$ cat src/rtl/sevenseg_scan_driver.sv
// Multiplexed N-digit hex seven-segment driver with blanking, double buffering and registered outputs.
// Define LEADING_ZERO_BLANK_EN to darken leading zero digits (digit 0 is never suppressed).
module sevenseg_scan_driver #(
    parameter int NUM_DIGITS   = 4,
    parameter int DWELL_CYCLES = 100000,
    parameter int BLANK_CYCLES = 200
) (
    input  logic                    CLK,
    input  logic                    RST_N,
    input  logic [4*NUM_DIGITS-1:0] HEX,
    input  logic [NUM_DIGITS-1:0]   DP_IN,
    input  logic [NUM_DIGITS-1:0]   DIGIT_EN,
    input  logic                    LOAD,
    output logic [7:0]              CATHODES,
    output logic [NUM_DIGITS-1:0]   ANODES,
    output logic                    FRAME_DONE
);

    localparam int CNT_MAX = (DWELL_CYCLES > BLANK_CYCLES) ? DWELL_CYCLES : BLANK_CYCLES;
    localparam int CNT_W   = (CNT_MAX > 1) ? $clog2(CNT_MAX) : 1;
    localparam int IDX_W   = (NUM_DIGITS > 1) ? $clog2(NUM_DIGITS) : 1;

    localparam logic [CNT_W-1:0] DWELL_LAST = CNT_W'(DWELL_CYCLES - 1);
    localparam logic [CNT_W-1:0] BLANK_LAST = (BLANK_CYCLES > 0) ? CNT_W'(BLANK_CYCLES - 1) : '0;
    localparam logic [IDX_W-1:0] IDX_LAST   = IDX_W'(NUM_DIGITS - 1);

    typedef enum logic {ST_BLANK, ST_DRIVE} state_t;

    state_t                  state_q, state_d;
    logic [CNT_W-1:0]        cnt_q, cnt_d;
    logic [IDX_W-1:0]        idx_q, idx_d;
    logic                    frame_end;
    logic                    idx_ok;

    logic [4*NUM_DIGITS-1:0] pend_hex_q, pend_hex_d, act_hex_q, act_hex_d;
    logic [NUM_DIGITS-1:0]   pend_dp_q, pend_dp_d, act_dp_q, act_dp_d;
    logic [NUM_DIGITS-1:0]   pend_en_q, pend_en_d, act_en_q, act_en_d;
    logic                    pend_valid_q, pend_valid_d;

    logic [NUM_DIGITS-1:0]   lz_dark;
    logic                    shown;
    logic [3:0]              nibble;
    logic [7:0]              cathodes_q, cathodes_d;
    logic [NUM_DIGITS-1:0]   anodes_q, anodes_d;
    logic                    frame_done_q, frame_done_d;

    function automatic logic [6:0] seg_decode(input logic [3:0] n);
        case (n)
            4'h0: seg_decode = 7'b1111110;
            4'h1: seg_decode = 7'b0110000;
            4'h2: seg_decode = 7'b1101101;
            4'h3: seg_decode = 7'b1111001;
            4'h4: seg_decode = 7'b0110011;
            4'h5: seg_decode = 7'b1011011;
            4'h6: seg_decode = 7'b1011111;
            4'h7: seg_decode = 7'b1110000;
            4'h8: seg_decode = 7'b1111111;
            4'h9: seg_decode = 7'b1111011;
            4'hA: seg_decode = 7'b1110111;
            4'hB: seg_decode = 7'b0011111;
            4'hC: seg_decode = 7'b1001110;
            4'hD: seg_decode = 7'b0111101;
            4'hE: seg_decode = 7'b1001111;
            default: seg_decode = 7'b1000111;
        endcase
    endfunction

    assign idx_ok = (32'(idx_q) < NUM_DIGITS);

    always_comb begin
        // NOTE: every combinational output gets a default first, so no path can infer a latch.
        state_d   = state_q;
        cnt_d     = cnt_q + 1'b1;
        idx_d     = idx_q;
        frame_end = 1'b0;
        if (!idx_ok) begin
            state_d = ST_BLANK;
            cnt_d   = '0;
            idx_d   = '0;
        end else begin
            case (state_q)
                ST_BLANK: begin
                    if (BLANK_CYCLES == 0 || cnt_q == BLANK_LAST) begin
                        state_d = ST_DRIVE;
                        cnt_d   = '0;
                    end
                end
                ST_DRIVE: begin
                    if (cnt_q == DWELL_LAST) begin
                        cnt_d     = '0;
                        frame_end = (idx_q == IDX_LAST);
                        idx_d     = frame_end ? '0 : idx_q + 1'b1;
                        state_d   = (BLANK_CYCLES == 0) ? ST_DRIVE : ST_BLANK;
                    end
                end
                default: begin
                    state_d = ST_BLANK;
                    cnt_d   = '0;
                    idx_d   = '0;
                end
            endcase
        end
    end

    // The boundary transfer reads pending before this cycle's LOAD overwrites it.
    always_comb begin
        pend_hex_d   = pend_hex_q;
        pend_dp_d    = pend_dp_q;
        pend_en_d    = pend_en_q;
        pend_valid_d = pend_valid_q;
        act_hex_d    = act_hex_q;
        act_dp_d     = act_dp_q;
        act_en_d     = act_en_q;
        if (frame_end) begin
            if (pend_valid_q) begin
                act_hex_d = pend_hex_q;
                act_dp_d  = pend_dp_q;
                act_en_d  = pend_en_q;
            end
            pend_valid_d = 1'b0;
        end
        if (LOAD) begin
            pend_hex_d   = HEX;
            pend_dp_d    = DP_IN;
            pend_en_d    = DIGIT_EN;
            pend_valid_d = 1'b1;
        end
    end

`ifdef LEADING_ZERO_BLANK_EN
    // A digit is dark-for-zero only while every digit above it is dark too.
    always_comb begin
        logic higher_dark;
        higher_dark = 1'b1;
        lz_dark     = '0;
        for (int k = NUM_DIGITS - 1; k >= 1; k--) begin
            lz_dark[k]  = higher_dark && (act_hex_q[4*k +: 4] == 4'h0) && !act_dp_q[k];
            higher_dark = higher_dark && (lz_dark[k] || !act_en_q[k]);
        end
    end
`else
    assign lz_dark = '0;
`endif

    always_comb begin
        nibble       = act_hex_q[{idx_q, 2'b00} +: 4];
        shown        = (state_q == ST_DRIVE) && idx_ok && act_en_q[idx_q] && !lz_dark[idx_q];
        anodes_d     = shown ? ~(NUM_DIGITS'(1) << idx_q) : '1;
        cathodes_d   = shown ? ~{seg_decode(nibble), act_dp_q[idx_q]} : 8'hFF;
        frame_done_d = frame_end;
    end

    // NOTE: sequential state uses <= only; all next-state math lives in the always_comb blocks.
    always_ff @(posedge CLK or negedge RST_N) begin
        if (!RST_N) begin
            state_q      <= ST_BLANK;
            cnt_q        <= '0;
            idx_q        <= '0;
            // NOTE: the display buffers are plain flops, so they take the reset and the panel stays dark until the first LOAD.
            pend_hex_q   <= '0;
            pend_dp_q    <= '0;
            pend_en_q    <= '0;
            pend_valid_q <= 1'b0;
            act_hex_q    <= '0;
            act_dp_q     <= '0;
            act_en_q     <= '0;
            anodes_q     <= '1;
            cathodes_q   <= 8'hFF;
            frame_done_q <= 1'b0;
        end else begin
            state_q      <= state_d;
            cnt_q        <= cnt_d;
            idx_q        <= idx_d;
            pend_hex_q   <= pend_hex_d;
            pend_dp_q    <= pend_dp_d;
            pend_en_q    <= pend_en_d;
            pend_valid_q <= pend_valid_d;
            act_hex_q    <= act_hex_d;
            act_dp_q     <= act_dp_d;
            act_en_q     <= act_en_d;
            anodes_q     <= anodes_d;
            cathodes_q   <= cathodes_d;
            frame_done_q <= frame_done_d;
        end
    end

    assign ANODES     = anodes_q;
    assign CATHODES   = cathodes_q;
    assign FRAME_DONE = frame_done_q;

endmodule

$ cat config.mk
export PLATFORM = sky130hd
export DESIGN_NAME = sevenseg_scan_driver
export DESIGN_NICKNAME = d
export VERILOG_FILES = /design/src/rtl/sevenseg_scan_driver.sv
export SDC_FILE = /design/constraint.sdc
export NUM_CORES = 1
export LEC_CHECK = 0
export CAP_MARGIN = 20
export CORE_MARGIN = 1.5
export CORE_UTILIZATION = 56
export DETAILED_ROUTE_END_ITERATION = 8
export PLACE_DENSITY = 0.79
export SLEW_MARGIN = 10
export SYNTH_ARGS = -nofsm -noshare
export SYNTH_HDL_FRONTEND = slang
export SYNTH_SLANG_ARGS = --single-unit
$ cat constraint.sdc
create_clock -name CLK -period 2.4 [get_ports CLK]
set_input_delay 0.48 -clock CLK [delete_from_list [all_inputs] [get_ports CLK]]
set_output_delay 0.48 -clock CLK [all_outputs]
set_load 0.02 [all_outputs]
==> results.md, run 1 <==
- Following the worst setup path forward leads to its endpoint at act_hex_q[2].
- From left edge to right edge, the die measures 84.0 um.
- Ranked by total cell area, the synthesized netlist is headed by sky130_fd_sc_hd__dfrtp_1 (48%), sky130_fd_sc_hd__mux2_2 (8.9%), sky130_fd_sc_hd__dfstp_2 (8.6%).
- The detailed-route wire length per cell is 15.8 um.
- In this run, the number of DRC markers left after iteration 0 of detailed routing was 109.
- Setup repair after global routing left no endpoint under its margin.
- The number of buffers inserted by port buffering is 39.
- In the global route stage, overall resource usage came out at 0.198.
- 0 antenna diodes ended up in the layout.
- The clock net sink count is 82.
- By startpoint and endpoint, the worst setup path is classified as flop to flop.
- Of the synthesized area, sequential elements account for 0.563.
- The met3 capacity usage during global routing is 0.0564.
- Summed over all nets, the switching power comes to 0.548 mW.
- The combinational share of power is 0.049.
- Cell internal power was estimated by the tool at 2.08 mW.
- The congestion estimate from routability-driven global placement came to 0.824.
- Counting flops with a built-in enable in the synthesized netlist gives 0.
- The number of buffers added by the clock tree synthesis step is 9.
- The power density relative to cell area is 605 nW/um2.
- The peak supply drop is 0.413 mV.
- The worst endpoint data arrival time is 2.35 ns.
- After clock tree synthesis, the clock-pin slew on the worst setup and hold paths is 0.08 ns.
- The H-tree depth is 3.
- The post-synthesis cell type with the largest combined area is sky130_fd_sc_hd__dfrtp_1.
- Averaged over all synthesized cells, the footprint is 13.8 um2.
- STA classifies the critical path endpoint as a flop.
- Using the TritonRoute via totals, the vias-per-cell ratio works out to 5.51.
- The relative slew slack is 0.685.
- The initial antenna violation count came to 0.
- For flop-to-flop paths, the worst setup slack is 0.29 ns.
- The area overhead of the layout relative to synthesis is 18.1%.
- Summing internal, switching and leakage power gives 2.63 mW.
- After detailed routing, the number of remaining DRC violations is 0.
- The hold buffer count at cts is 0.
- At the later pin of the worst-skew pair, clock insertion delay measures 0.35 ns.
- The total overflow left after global routing is 0.
- TritonCTS built the clock tree.
- The floorplan die height is 84.0 um.
- The category of the worst setup path launch point is a flop.
- The floorplan step defined a die boundary enclosing 7050 um2.
- Entering global routing, the biggest net connects 47 pins.
- The clock share of power is 0.401.
- The number of iterations in the first detailed-routing pass is 4.
- The post-synthesis instance area is 3670 um2.
- The first global-routing pass estimated 10.7 mm of wire.
- The endpoint identified for the worst register-to-register timing path is act_hex_q[2].
- Detailed placement ended at an HPWL of 4.25 mm.
- In the finished design, the share of the clock period the worst path needs comes to 0.881.
- In this run the remaining antenna-violating nets after routing total 0.
- In the final layout, the share of cells above drive strength 1 is 0.284.
- After synthesis, the netlist uses 39 different library cells.
- The number of nets at the end of the flow is 347.
- The flow ran to the end, and the final reports show no timing, DRC or antenna violations.
- In this run, synthesis produced a sequential element count of 82.
- The final number of hold-violating endpoints is 0.
- In this run the clock root is driven by a sky130_fd_sc_hd__clkbuf_8.
- The leakage power is 1.94 nW.
- The most congested layer reported by global routing is met2.
- The maximum fanout count along the critical path is 24.
- The worst setup skew after layout is 0.00845 ns.
- The share of synthesized area in the top cell type comes to 0.477.
- The share of total power dissipated in sequential elements is 0.551.
- The via count is 2148.
- The count of boundary I/O pins is 40.
- The number of placement rows is 29.
- The dominant register cell in the synthesized netlist is sky130_fd_sc_hd__dfrtp_1.
- The end-of-flow core utilization is 0.683.
- For met2 alone, demand over resource in global routing was 0.309.
- Counting every net in the synthesized netlist gives 304.
- The via count of the first global-routing pass came to 2227.
- The setup TNS is 0 ns.
- The number of placed instances, taps included, is 375.
- The startpoint identified for the worst register-to-register timing path is cnt_q[11].
- Setup violations remaining at the end of the flow were counted as 0.
- Wires add up to 6.14 mm.
- The post-CTS repair timing setup buffer count is 0.
- The launch point of the critical path is cnt_q[11].
- Counting flops with an async set or reset pin after synthesis yields a share of 1.00.
- The data required time of the worst path is 2.63 ns.
- For this configuration, the core starts out at a cell density of 0.579.
- Derived from the worst setup path, the maximum achievable clock frequency is 473 MHz.
- The transition time of the tightest slew-check pin is 0.473 ns.
- The number of max-cap violations is 0.
- Counting cells, the worst reg-to-reg path comes to 6.
- The number of standard cells in the final layout excluding fillers is 390.
- By instance count, the leading cell after synthesis is sky130_fd_sc_hd__dfrtp_1.
- The routed design could run at a clock period as short as 2.11 ns.
- The clock passes through at most 2 buffers.
- Synthesis handed over a netlist of 266 instances.
- After floorplanning, the core was sized to cover 6350 um2.
- The worst hold path belongs to the class input pin to asynchronous set/reset pin.
- The post-cts sizing count is 0.
- The fraction of power spent switching nets is 0.209.
- The met1 capacity usage during global routing is 0.260.
- The number of max-slew violations in the final report is 0.
- The commonest cells after synthesis are sky130_fd_sc_hd__dfrtp_1 (70), sky130_fd_sc_hd__mux2_2 (29), sky130_fd_sc_hd__mux2_4 (20), sky130_fd_sc_hd__nand2_1 (16), sky130_fd_sc_hd__nor2_1 (16).
- The Yosys step of the flow raised 0 warnings.
## registers in the layout, summed over array words and instances, names as in the netlist, 2 cells and up
name	flops
ANODES	4
CATHODES	8
act_dp_q	4
act_en_q	4
act_hex_q	16
cnt_q	17
idx_q	2
pend_dp_q	4
pend_en_q	4
pend_hex_q	16
## per-layer routing
layer | share of wire | up-vias
met4 | 0.020 | 0
met5 | 0 | -
met3 | 0.044 | 13
li1 | - | 1011
met2 | 0.49 | 58
met1 | 0.45 | 1066
## area by class of cell
class | instances | area (um2)
tap | 77 | 96.3
fill | 453 | 2010
clock inverter | 5 | 80.1
timing repair buffer | 43 | 443
multi-input combinational | 165 | 1490
clock buffer | 10 | 128
inverter | 8 | 30.0
sequential | 82 | 2070
## power groups by stage
| stage | logic [mW] | clock network [mW] | registers, mW |
|---|---|---|---|
| 2_1_floorplan | 0.0503 | 0 | 1.46 |
| 3_3_place_gp | 0.125 | 0 | 1.47 |
| 3_5_place_dp | 0.131 | 0 | 1.47 |
| 4_1_cts | 0.132 | 1.08 | 1.45 |
| 5_1_grt | 0.142 | 1.13 | 1.45 |
| 6_report | 0.128 | 1.05 | 1.45 |
## kinds of logic (layout without fill, tap and decap cells)
family / after synthesis / after routing / synth area share
xor gates and xnor gates: 15 / 15 / 0.0358
AOI/OAI and AO/OA: 15 / 15 / 0.0255
and+or+nand+nor: 68 / 68 / 0.0978
adders and majority gates: 11 / 11 / 0.0375
DFF: 82 / 82 / 0.563
buffers and inverters: 19 / 66 / 0.0307
muxes: 56 / 56 / 0.210
## worst max-delay path, stage by stage (launching register included)
cell and delay [ns]:
sky130_fd_sc_hd__dfrtp_1 0.40, sky130_fd_sc_hd__or4_4 0.55, sky130_fd_sc_hd__nor3_4 0.15, sky130_fd_sc_hd__nand3_1 0.11, sky130_fd_sc_hd__or2_1 0.27, sky130_fd_sc_hd__buf_12 0.19
sky130_fd_sc_hd__mux2_4 0.31
## stage by stage
stage / hold slack, ns / setup WS, ns / area, um2
after floorplan: 0.184 / 0.317 / 3670
after global placement: 0.467 / 0.331 / 4130
after detailed placement: 0.469 / 0.297 / 4130
after CTS: 0.0914 / 0.286 / 4340
after global routing: 0.101 / 0.161 / 4340
final: 0.0780 / 0.287 / 4340
## worst min-delay path by stage
stage,from,endpoint,slack (ns)
after CTS,RST_N,pend_hex_q[14],0.09
after global placement,RST_N,cnt_q[6],0.47
after floorplan,RST_N,FRAME_DONE,0.18
after global routing,RST_N,cnt_q[11],0.10
final,RST_N,cnt_q[5],0.08
after detailed placement,RST_N,cnt_q[6],0.47
## cell usage in the layout (no fill, tap or decap), types with 6 or more instances in the layout
master / count
sky130_fd_sc_hd__inv_1: 8
sky130_fd_sc_hd__ha_1: 11
sky130_fd_sc_hd__mux2_2: 29
sky130_fd_sc_hd__nand2_1: 16
sky130_fd_sc_hd__dfstp_2: 12
sky130_fd_sc_hd__xor2_1: 7
sky130_fd_sc_hd__clkdlybuf4s50_1: 38
sky130_fd_sc_hd__nor2_1: 16
sky130_fd_sc_hd__dfrtp_1: 70
sky130_fd_sc_hd__clkbuf_8: 9
sky130_fd_sc_hd__mux4_2: 6
sky130_fd_sc_hd__xnor2_1: 8
sky130_fd_sc_hd__nand3_1: 10
sky130_fd_sc_hd__mux2_4: 20
No activity file was read; power rests on OpenSTA's default activity.
==> run 2, diff against run 1 <==
--- a/config.mk
+++ b/config.mk
@@ -9,6 +9,7 @@
 export CORE_MARGIN = 1.5
 export CORE_UTILIZATION = 56
 export DETAILED_ROUTE_END_ITERATION = 8
+export HOLD_SLACK_MARGIN = 0.1
 export PLACE_DENSITY = 0.79
 export SLEW_MARGIN = 10
 export SYNTH_ARGS = -nofsm -noshare
==> run 2 against run 1 <==
- non-clock buffer count increased by 1
- hold slack improved by 0.42 ns
- worst setup slack got worse by 0.0097 ns
- critical endpoint unchanged
- critical path type unchanged
==> results.md, run 2 (synthesis gave the netlist of run 1 again) <==
- The number of buffer and inverter stages on the critical path is 1 (unchanged).
- The number of iterations in the first detailed-routing pass came to 4 (unchanged).
- The floorplan die height is 84.0 um (unchanged).
- The end-of-flow core utilization was 0.685 (was 0.683).
- The worst setup skew after layout is 0.00723 ns (was 0.00845 ns).
- The data required time of the worst path is 2.63 ns (about the same).
- The setup TNS was 0 ns (unchanged).
- The peak supply drop is 0.413 mV (about the same).
- The total wire length after detailed routing is 6.17 mm (was 6.14 mm).
- The count of boundary I/O pins is 40 (unchanged).
- The post-detailed-placement cell area came to 4130 um2 (unchanged).
- The number of setup violations in the final report is 0 (unchanged).
- The CTS tree was yes (unchanged).
- The total routing usage reported by global routing is 0.198 (unchanged).
- The cell with the biggest individual delay on the critical path is sky130_fd_sc_hd__or4_4 (unchanged).
- The class of the tightest hold or removal check was flop to flop (was input pin to asynchronous set/reset pin).
- The clock tree root buffer cell is sky130_fd_sc_hd__clkbuf_8 (unchanged).
- The number of standard cells in the final layout excluding fillers came to 391 (was 390).
- The highest metal layer with signal wires is met4 (unchanged).
- The via count is 2168 (was 2148).
- The final number of hold-violating endpoints was 0 (unchanged).
- The clock insertion delay at the later pin of the skew report is 0.35 ns (about the same).
- The H-tree depth was 3 (unchanged).
- The clock net sink count was 82 (unchanged).
- The number of placement rows was 29 (unchanged).
- The post-route fraction of the period consumed by the critical path is 0.885 (was 0.881).
- The number of max-slew violations in the final report is 0 (unchanged).
- The total routed wire length on the met1 layer is 2.77 mm (was 2.75 mm).
- The clock-pin transition on the worst setup and hold timing paths is 0.07 ns (was 0.08 ns).
- The timing-limited maximum frequency is 471 MHz (was 473 MHz).
- The kind of capture point of the worst setup path was a flop (unchanged).
- The category of the worst setup path launch point was a flop (unchanged).
- The post-route antenna net violation count was 0 (unchanged).
- Setup repair after global routing missed its margin: no (unchanged).
- The via count of the first global-routing pass is 2227 (unchanged).
- The leakage power was 1.94 nW (about the same).
- The amount of wire on met3 after detailed routing is 291 um (was 273 um).
- The initial antenna violation count came to 0 (unchanged).
- The largest incremental delay on the critical path is 0.55 ns (about the same).
- Status: completed (unchanged).
- The met2 wirelength from detailed routing is 2.99 mm (was 3.00 mm).
- The global placer's final weighted congestion was 0.824 (unchanged).
- The standard cell core area is 6350 um2 (unchanged).
- The global-route wire length before repair is 10.7 mm (unchanged).
- The final HPWL from detailed placement is 4.25 mm (unchanged).
- The time the final worst path needs with I/O delays and setup came to 2.12 ns (was 2.11 ns).
- The area overhead of the layout relative to synthesis came to 18.4% (was 18.1%).
- The count of placed standard cells including taps is 375 (unchanged).
- The power density relative to cell area is 605 nW/um2 (about the same).
- The worst endpoint data arrival time is 2.35 ns (about the same).
- The deepest clock path buffer count is 2 (unchanged).
- The number of max-cap violations is 0 (unchanged).
- The number of vias per cell is 5.54 (was 5.51).
- The area of the die is 7050 um2 (unchanged).
- The number of buffers inserted by port buffering is 39 (unchanged).
- The flip-flop count of the largest register, all copies and words added is 17 (unchanged).
- The number of nets at the end of the flow is 348 (was 347).
- The detailed-route wire length per cell is 15.8 um (about the same).
- Largest registers in the final layout: cnt_q: 17 flops, act_hex_q: 16 flops, pend_hex_q: 16 flops (unchanged).
- The design area is 4350 um2 (was 4340 um2).
- Commonest cells after routing, fill and taps aside: sky130_fd_sc_hd__dfrtp_1 (70), sky130_fd_sc_hd__clkdlybuf4s50_1 (38), sky130_fd_sc_hd__mux2_2 (29) (unchanged).
- The maximum fanout count along the critical path came to 24 (unchanged).
- The leading cell type in the layout, fill and taps excluded is sky130_fd_sc_hd__dfrtp_1 (unchanged).
- The die width is 84.0 um (unchanged).
- The DRC violation total after the first TritonRoute iteration is 105 (was 109).
- Series of cell instances along the critical path: or4_4 -> nor3_4 -> nand3_1 -> or2_1 -> buf_12 -> mux2_4 (unchanged).
- The total inserted antenna cells is 0 (unchanged).
- The worst setup path category is flop to flop (unchanged).
- The post-CTS repair timing setup buffer count came to 0 (unchanged).
- The most flop-heavy register is cnt_q (unchanged).
- The leftover overflow at the end of global routing is 0 (unchanged).
- The number of buffers added by the clock tree synthesis step is 9 (unchanged).
- The maximum number of pins on one net before global-route repair is 47 (unchanged).
- The kind of cell adding the most delay to the critical path was simple AND/OR/NAND/NOR gates (unchanged).
- The total power of the final layout is 2.63 mW (about the same).
- The ratio of cells with drive above 1 in the final layout was 0.283 (was 0.284).
- The transition time of the tightest slew-check pin is 0.471 ns (was 0.473 ns).
- The DRC violation count after routing is 0 (unchanged).
- The effective utilization at floorplan is 0.579 (unchanged).
- The relative slew slack was 0.686 (was 0.685).
run 2: worst paths after layout:
kind	startpoint	slack (ns)	cells past startpoint	endpoint
worst min register to register	cnt_q[14]	0.50	1	cnt_q[14]
worst max-delay path	cnt_q[11]	0.28	6	act_hex_q[2]
worst max register to register	cnt_q[11]	0.28	6	act_hex_q[2]
max in group asynchronous	RST_N	1.12	3	CATHODES[3]
worst min-delay path	cnt_q[14]	0.50	1	cnt_q[14]
min in group asynchronous	RST_N	0.63	2	cnt_q[5]
run 2: through the flow:
stage          setup slack, ns  hold WS, ns
6_report                 0.277        0.497
5_1_grt                  0.161        0.517
4_1_cts                  0.286        0.499
3_5_place_dp             0.297        0.469
3_3_place_gp             0.331        0.467
2_1_floorplan            0.317        0.184
run 2: per-layer routing:
metal | vias up | track usage
met1 | 1086 | 0.260
met3 | 14 | 0.0554
met2 | 57 | 0.309
met4 | 0 | 0.0894
met5 | - | 0
li1 | 1011 | -
run 2: layout make-up:
| type | count | area [um2] |
|---|---|---|
| sequential | 82 | 2070 |
| timing repair buffer | 44 | 453 |
| fill | 452 | 2000 |
| clock buffer | 10 | 128 |
| clock inverter | 5 | 80.1 |
| inverter | 8 | 30.0 |
| tap | 77 | 96.3 |
| multi-input combinational | 165 | 1490 |
run 2: where the power goes:
group          internal [mW]  leakage (nW)  switching (mW)
logic                 0.0788         0.815          0.0501
registers               1.42          1.03          0.0241
clock network          0.579        0.0984           0.476
run 2: timing repair:
action | CTS | global route
setup endpoints to repair | 0 | 0
hold endpoints to repair | 35 | 0
resized for setup | 0 | 0
hold buffers | 1 | 0
